**config.mk**
```make
export PLATFORM = sky130hd
export DESIGN_NAME = fir_result_packer
export DESIGN_NICKNAME = d
export VERILOG_FILES = /design/src/rtl/fir_pack_pkg.sv /design/src/rtl/fir_result_packer_sample_fifo.sv /design/src/rtl/fir_result_packer.sv
export SDC_FILE = /design/constraint.sdc
export NUM_CORES = 1
export LEC_CHECK = 0
export ABC_AREA = 1
export CAP_MARGIN = 20
export CORE_ASPECT_RATIO = 1.1
export CORE_MARGIN = 2
export CORE_UTILIZATION = 40
export CTS_CLUSTER_SIZE = 28
export DETAILED_ROUTE_END_ITERATION = 12
export MAX_ROUTING_LAYER = met4
export SKIP_CTS_REPAIR_TIMING = 1
export SYNTH_ARGS = -nofsm -noshare
export SYNTH_HDL_FRONTEND = slang
export SYNTH_SLANG_ARGS = --single-unit
```
**constraint.sdc**
```tcl
create_clock -name clk -period 2.16 [get_ports clk]
set_input_delay 0.216 -clock clk [delete_from_list [all_inputs] [get_ports clk]]
set_output_delay 0.216 -clock clk [all_outputs]
set_load 0.02 [all_outputs]
```
**src/rtl/fir_pack_pkg.sv**
```systemverilog
// Shared FSM encodings, marker byte and saturation bounds for fir_result_packer.
// FIR_PACK_SYNC_EN adds the SYNC state and its SYNC_BYTE marker.
`ifndef LOG2_CEIL
`define LOG2_CEIL(x) $clog2(x)
`endif

package fir_pack_pkg;

`ifdef FIR_PACK_SYNC_EN
  typedef enum logic [1:0] {IDLE = 2'd0, SYNC = 2'd1, SEND = 2'd2} state_t;
  localparam logic [7:0] SYNC_BYTE = 8'hA5;
`else
  typedef enum logic [1:0] {IDLE = 2'd0, SEND = 2'd2} state_t;
`endif

  function automatic logic signed [63:0] sat_max(input int bytes);
    return (64'sd1 <<< (8 * bytes - 1)) - 64'sd1;
  endfunction

  function automatic logic signed [63:0] sat_min(input int bytes);
    return -(64'sd1 <<< (8 * bytes - 1));
  endfunction

endpackage

```
**src/rtl/fir_result_packer_sample_fifo.sv**
```systemverilog
// Synchronous sample FIFO with show-ahead read; a push while full is only
// taken when a pop frees the slot in the same cycle.
module sample_fifo
  import fir_pack_pkg::*;
#(
  parameter int WIDTH = 16,
  parameter int DEPTH = 4
) (
  input  logic                          clk,
  input  logic                          rst,
  input  logic                          push,
  input  logic                          pop,
  input  logic [WIDTH-1:0]              wr_data,
  output logic [WIDTH-1:0]              rd_data,
  output logic                          full,
  output logic                          empty,
  output logic [`LOG2_CEIL(DEPTH):0]    count
);
  localparam int AW = `LOG2_CEIL(DEPTH);

  logic [WIDTH-1:0] mem [DEPTH];
  logic [AW-1:0]    wr_ptr_reg;
  logic [AW-1:0]    rd_ptr_reg;
  logic [AW:0]      count_reg;
  logic             do_push;
  logic             do_pop;

  assign empty   = (count_reg == '0);
  assign full    = (count_reg == (AW+1)'(DEPTH));
  assign do_pop  = pop & ~empty;
  assign do_push = push & (~full | do_pop);
  assign rd_data = mem[rd_ptr_reg];
  assign count   = count_reg;

  always_ff @(posedge clk) begin
    if (do_push) mem[wr_ptr_reg] <= wr_data;
  end

  always_ff @(posedge clk) begin
    if (!rst) begin
      wr_ptr_reg <= '0;
      rd_ptr_reg <= '0;
      count_reg  <= '0;
    end else begin
      if (do_push) wr_ptr_reg <= wr_ptr_reg + AW'(1);
      if (do_pop)  rd_ptr_reg <= rd_ptr_reg + AW'(1);
      case ({do_push, do_pop})
        2'b10:   count_reg <= count_reg + (AW+1)'(1);
        2'b01:   count_reg <= count_reg - (AW+1)'(1);
        default: count_reg <= count_reg;
      endcase
    end
  end
endmodule

```
**src/rtl/fir_result_packer.sv**
```systemverilog
// Rounds/shifts/saturates FIR results, queues them and streams them LSB byte first.
// Define FIR_PACK_SYNC_EN to prefix every frame with the SYNC_BYTE marker.
module fir_result_packer
  import fir_pack_pkg::*;
#(
  parameter int IN_WIDTH   = 37,
  parameter int SHIFT      = 15,
  parameter int BYTES      = 2,
  parameter int FIFO_DEPTH = 4
) (
  input  logic                       clk,
  input  logic                       rst,
  input  logic signed [IN_WIDTH-1:0] fir_data,
  input  logic                       fir_valid,
  output logic [7:0]                 tx_data,
  output logic                       tx_valid,
  input  logic                       tx_ready,
  output logic                       busy,
  output logic                       sat_flag,
  output logic                       overflow
);
  localparam int OW = BYTES * 8;
  localparam int CW = `LOG2_CEIL(FIFO_DEPTH) + 1;
  localparam logic signed [63:0] MAX_V = sat_max(BYTES);
  localparam logic signed [63:0] MIN_V = sat_min(BYTES);
  localparam logic signed [IN_WIDTH:0] RND =
    (SHIFT == 0) ? '0 : (IN_WIDTH+1)'(1) << ((SHIFT == 0) ? 0 : SHIFT - 1);

  logic signed [IN_WIDTH:0] sum;
  logic signed [IN_WIDTH:0] shifted;
  logic signed [63:0]       wide;
  logic [OW-1:0]            clipped;
  logic                     clip;

  // One guard bit keeps the rounding add from wrapping.
  always_comb begin
    sum     = $signed({fir_data[IN_WIDTH-1], fir_data}) + RND;
    shifted = sum >>> SHIFT;
    wide    = 64'(shifted);
    clipped = '0;
    clip    = 1'b1;
    if (wide > MAX_V)      clipped = MAX_V[OW-1:0];
    else if (wide < MIN_V) clipped = MIN_V[OW-1:0];
    else begin
      clipped = wide[OW-1:0];
      clip    = 1'b0;
    end
  end

  logic          s1_valid_reg;
  logic          s1_sat_reg;
  logic [OW-1:0] s1_data_reg;

  always_ff @(posedge clk) begin
    if (!rst) begin
      s1_valid_reg <= 1'b0;
      s1_sat_reg   <= 1'b0;
      s1_data_reg  <= '0;
    end else begin
      s1_valid_reg <= fir_valid;
      if (fir_valid) begin
        s1_data_reg <= clipped;
        s1_sat_reg  <= clip;
      end
    end
  end

  assign sat_flag = s1_valid_reg & s1_sat_reg;

  logic [OW-1:0] head;
  logic          full;
  logic          empty;
  logic [CW-1:0] fifo_count;
  logic          pop;

  sample_fifo #(.WIDTH(OW), .DEPTH(FIFO_DEPTH)) u_fifo (
    .clk     (clk),
    .rst     (rst),
    .push    (s1_valid_reg),
    .pop     (pop),
    .wr_data (s1_data_reg),
    .rd_data (head),
    .full    (full),
    .empty   (empty),
    .count   (fifo_count)
  );

  logic overflow_reg;

  always_ff @(posedge clk) begin
    if (!rst)                             overflow_reg <= 1'b0;
    else if (s1_valid_reg & full & ~pop)  overflow_reg <= 1'b1;
  end

  assign overflow = overflow_reg;

  state_t        state_reg, state_next;
  logic [OW-1:0] shreg_reg, shreg_next;
  logic [2:0]    cnt_reg, cnt_next;

  always_ff @(posedge clk) begin
    if (!rst) begin
      state_reg <= IDLE;
      shreg_reg <= '0;
      cnt_reg   <= '0;
    end else begin
      state_reg <= state_next;
      shreg_reg <= shreg_next;
      cnt_reg   <= cnt_next;
    end
  end

  always_comb begin
    state_next = state_reg;
    shreg_next = shreg_reg;
    cnt_next   = cnt_reg;
    pop        = 1'b0;
    tx_valid   = 1'b0;
    tx_data    = 8'h00;
    case (state_reg)
      IDLE: begin
        if (!empty) begin
          pop        = 1'b1;
          shreg_next = head;
          cnt_next   = '0;
`ifdef FIR_PACK_SYNC_EN
          state_next = SYNC;
`else
          state_next = SEND;
`endif
        end
      end
`ifdef FIR_PACK_SYNC_EN
      SYNC: begin
        tx_valid = 1'b1;
        tx_data  = SYNC_BYTE;
        if (tx_ready) state_next = SEND;
      end
`endif
      SEND: begin
        tx_valid = 1'b1;
        tx_data  = shreg_reg[7:0];
        if (tx_ready) begin
          shreg_next = shreg_reg >> 8;
          cnt_next   = cnt_reg + 3'd1;
          if (cnt_reg == 3'(BYTES - 1)) state_next = IDLE;
        end
      end
      default: state_next = IDLE;
    endcase
  end

  assign busy = (fifo_count != '0) | (state_reg != IDLE) | s1_valid_reg;
endmodule

```
==> flow_metrics.tcl <==
set metrics [dict create \
    area_growth_pct 20.9 \
    critPathLaunch "state_reg[1]$_SDFFE_PN0P_" \
    cp.arrival_ps 1700 \
    start_util_pct 41.2 \
    path_clk_slew_ps 70 \
    htree_levels 3 \
    routabilityCongestion 0.840 \
    final_area_um2 6320 \
    io_pins 53 \
    num-fill-cells 1253 \
    synth_area_per_cell_um2 8.94 \
    die_area_um2 14000 \
    placed_cells 800 \
    numPortBuffers 38 \
    die_w_um 113 \
    wire_per_inst_um 13.1 \
    syn_area_um2 5230 \
    grt_remaining_overflow 0 \
    fin_setup_tns_ps 0 \
    setup_viol 0 \
    cts_root_buffer "clkbuf_16" \
    fmax_mhz 523 \
    worst_path_max_delay_cell "clkdlybuf4s50_1" \
    drive_above_1_share_pct 14.1 \
    worstSkewPairLatency_ps 340 \
    viasPerCell 4.83 \
    core_area_um2 12700 \
    start_kind "flop" \
    power_density_nw_per_um2 948 \
    drtPass1Iterations 11 \
    fin_worst_skew_ps 6.45 \
    holdCritStartpoint "cnt_reg[2]$_SDFFE_PN0P_" \
    grt_pass1_vias 3900 \
    num_vias 3942 \
    relSlewSlack_pct 65.2 \
    grt_pass1_wl_um 18300 \
    ant_nets 0 \
    fin_crit_ps 1910 \
    failed_checks "DRC" \
    largest_reg_flops 64 \
    cts_num_sinks 112 \
    end_kind "output pin" \
    finalHoldViolCount 0 \
    ir_drop_mv 0.381 \
    drt-initial-drc-count 312 \
    cts_buffers 9 \
    p_leak_nw 2.56 \
    place_area_um2 6040 \
    max_slew.worst_pin.slew_ps 522 \
    n_antenna_cell 0 \
    worst_ep_required_time_ps 1940 \
    fin_util_pct 49.8 \
    wirelength_um 10700 \
    yosysWarnings 0 \
    track_usage_pct 17.1 \
    grt_max_degree 33 \
    route.detailed.drc 4 \
    yosysSeqAreaShare_pct 55.1 \
    ys_seq_elements 112 \
    die_y_um 124 \
    cp_max_fo 19 \
    place_ws_ps -118 \
    clock_path_buffers 2 \
    outcome "finished, violations left" \
    fin_hold_ws_ps 438 \
    cap_violations 0 \
    hpwl_um 7650 \
    mostFrequentLayoutCells "95 x nand2_1, 89 x nor2_1, 64 x edfxtp_1" \
    rsz0062_at_grt "false" \
    timing_worst_setup_path_type "flop to output pin" \
    hold_path_class "flop to flop" \
    num_rows 43 \
    crit_chain "buf_4 > nand2_1 > inv_1 > clkdlybuf4s50_1" \
    finalNonFillerCells 816 \
    antenna_found_initial 0 \
    max_stage_delay_ps 590 \
    synthDistinctLibCells 32 \
    drv_slew 0 \
    synth_fp_nets 635 \
    final_common_cell "nand2_1" \
    power_mw 5.99 \
    reg2reg_from "u_fifo.count[0]$_SDFFE_PN0P_" \
    post-route-period-util_pct 88.5 \
    setup_ws_ps 249 \
    cts_tree "yes" \
    final_nets 704 \
    syn_inst 585 \
]
-- path summary, 6_finish.rpt --
check	slack [ps]	to	cells after the start
worst max-delay path	250	tx_data[6]	4
worst min register to register	440	cnt_reg[2]$_SDFFE_PN0P_	1
worst max register to register	250	u_fifo.count[2]$_SDFFE_PN0P_	10
worst min-delay path	440	cnt_reg[2]$_SDFFE_PN0P_	1
-- final cells by class --
class                           instances  area [µm²]  area share [%]
Tap cell                              157         196            3.11
Inverter                               60         225            3.56
Multi-Input combinational cell        390        2030            32.1
Clock inverter                          5        32.5           0.515
Sequential cell                       112        2880            45.6
Timing Repair Buffer                   81         716            11.3
Clock buffer                           11         243            3.84
-- worst max-delay path: cells and delay by family, from the launching register on --
family,cells,cell delay (ps)
buffers and inverters,3,890
and+or+nand+nor,1,70
DFF,1,390
-- report_power, final --
group          total [mW]  internal, mW  switching, mW
Clock                1.51         0.809          0.697
Sequential           2.66          2.51          0.149
Combinational        1.83         0.685           1.14
-- cells in the mapped netlist --
master	number	area, µm²
dfxtp_1	48	961
a21oi_2	1	8.76
buf_6	2	22.5
a31oi_1	2	12.5
nand3b_1	1	7.51
nor2_4	6	67.6
inv_1	56	210
o21ai_0	62	310
o21bai_1	1	7.51
o211ai_1	1	7.51
nand2_1	95	357
edfxtp_1	64	1920
buf_1	2	7.51
or2_2	1	6.26
fa_1	1	20.0
nor2_2	6	37.5
o22ai_1	22	138
inv_2	4	15.0
nand2_4	5	56.3
ha_1	8	100
and2_1	1	6.26
o21ai_1	2	10.0
nor2_1	90	338
a21oi_1	45	225
nand2_2	7	43.8
nor2_8	2	40.0
xnor2_1	6	52.6
xor2_1	8	70.1
clkbuf_1	19	71.3
nand3_1	14	70.1
nand4_1	2	12.5
nand3_4	1	17.5
-- logic make-up (layout without fill, tap and decap cells) --
kind of cell               count (synthesis)  after routing  synth area share (%)
and+or+nand+nor                          231            231                  20.3
AOI/OAI and AO/OA                        136            136                  13.8
xor gates and xnor gates                  14             14                  2.34
adders and majority gates                  9              9                  2.30
buffers and inverters                     83            157                  6.24
DFF                                      112            112                  55.1
-- metal layers --
metal	track usage, %	vias to the layer above	wire, µm
met5	-	-	0
met4	6.33	0	196
met3	2.53	14	399
met2	29.5	73	5470
met1	20.4	1779	4630
li1	-	2076	-
(Power assumes the default switching activity.)
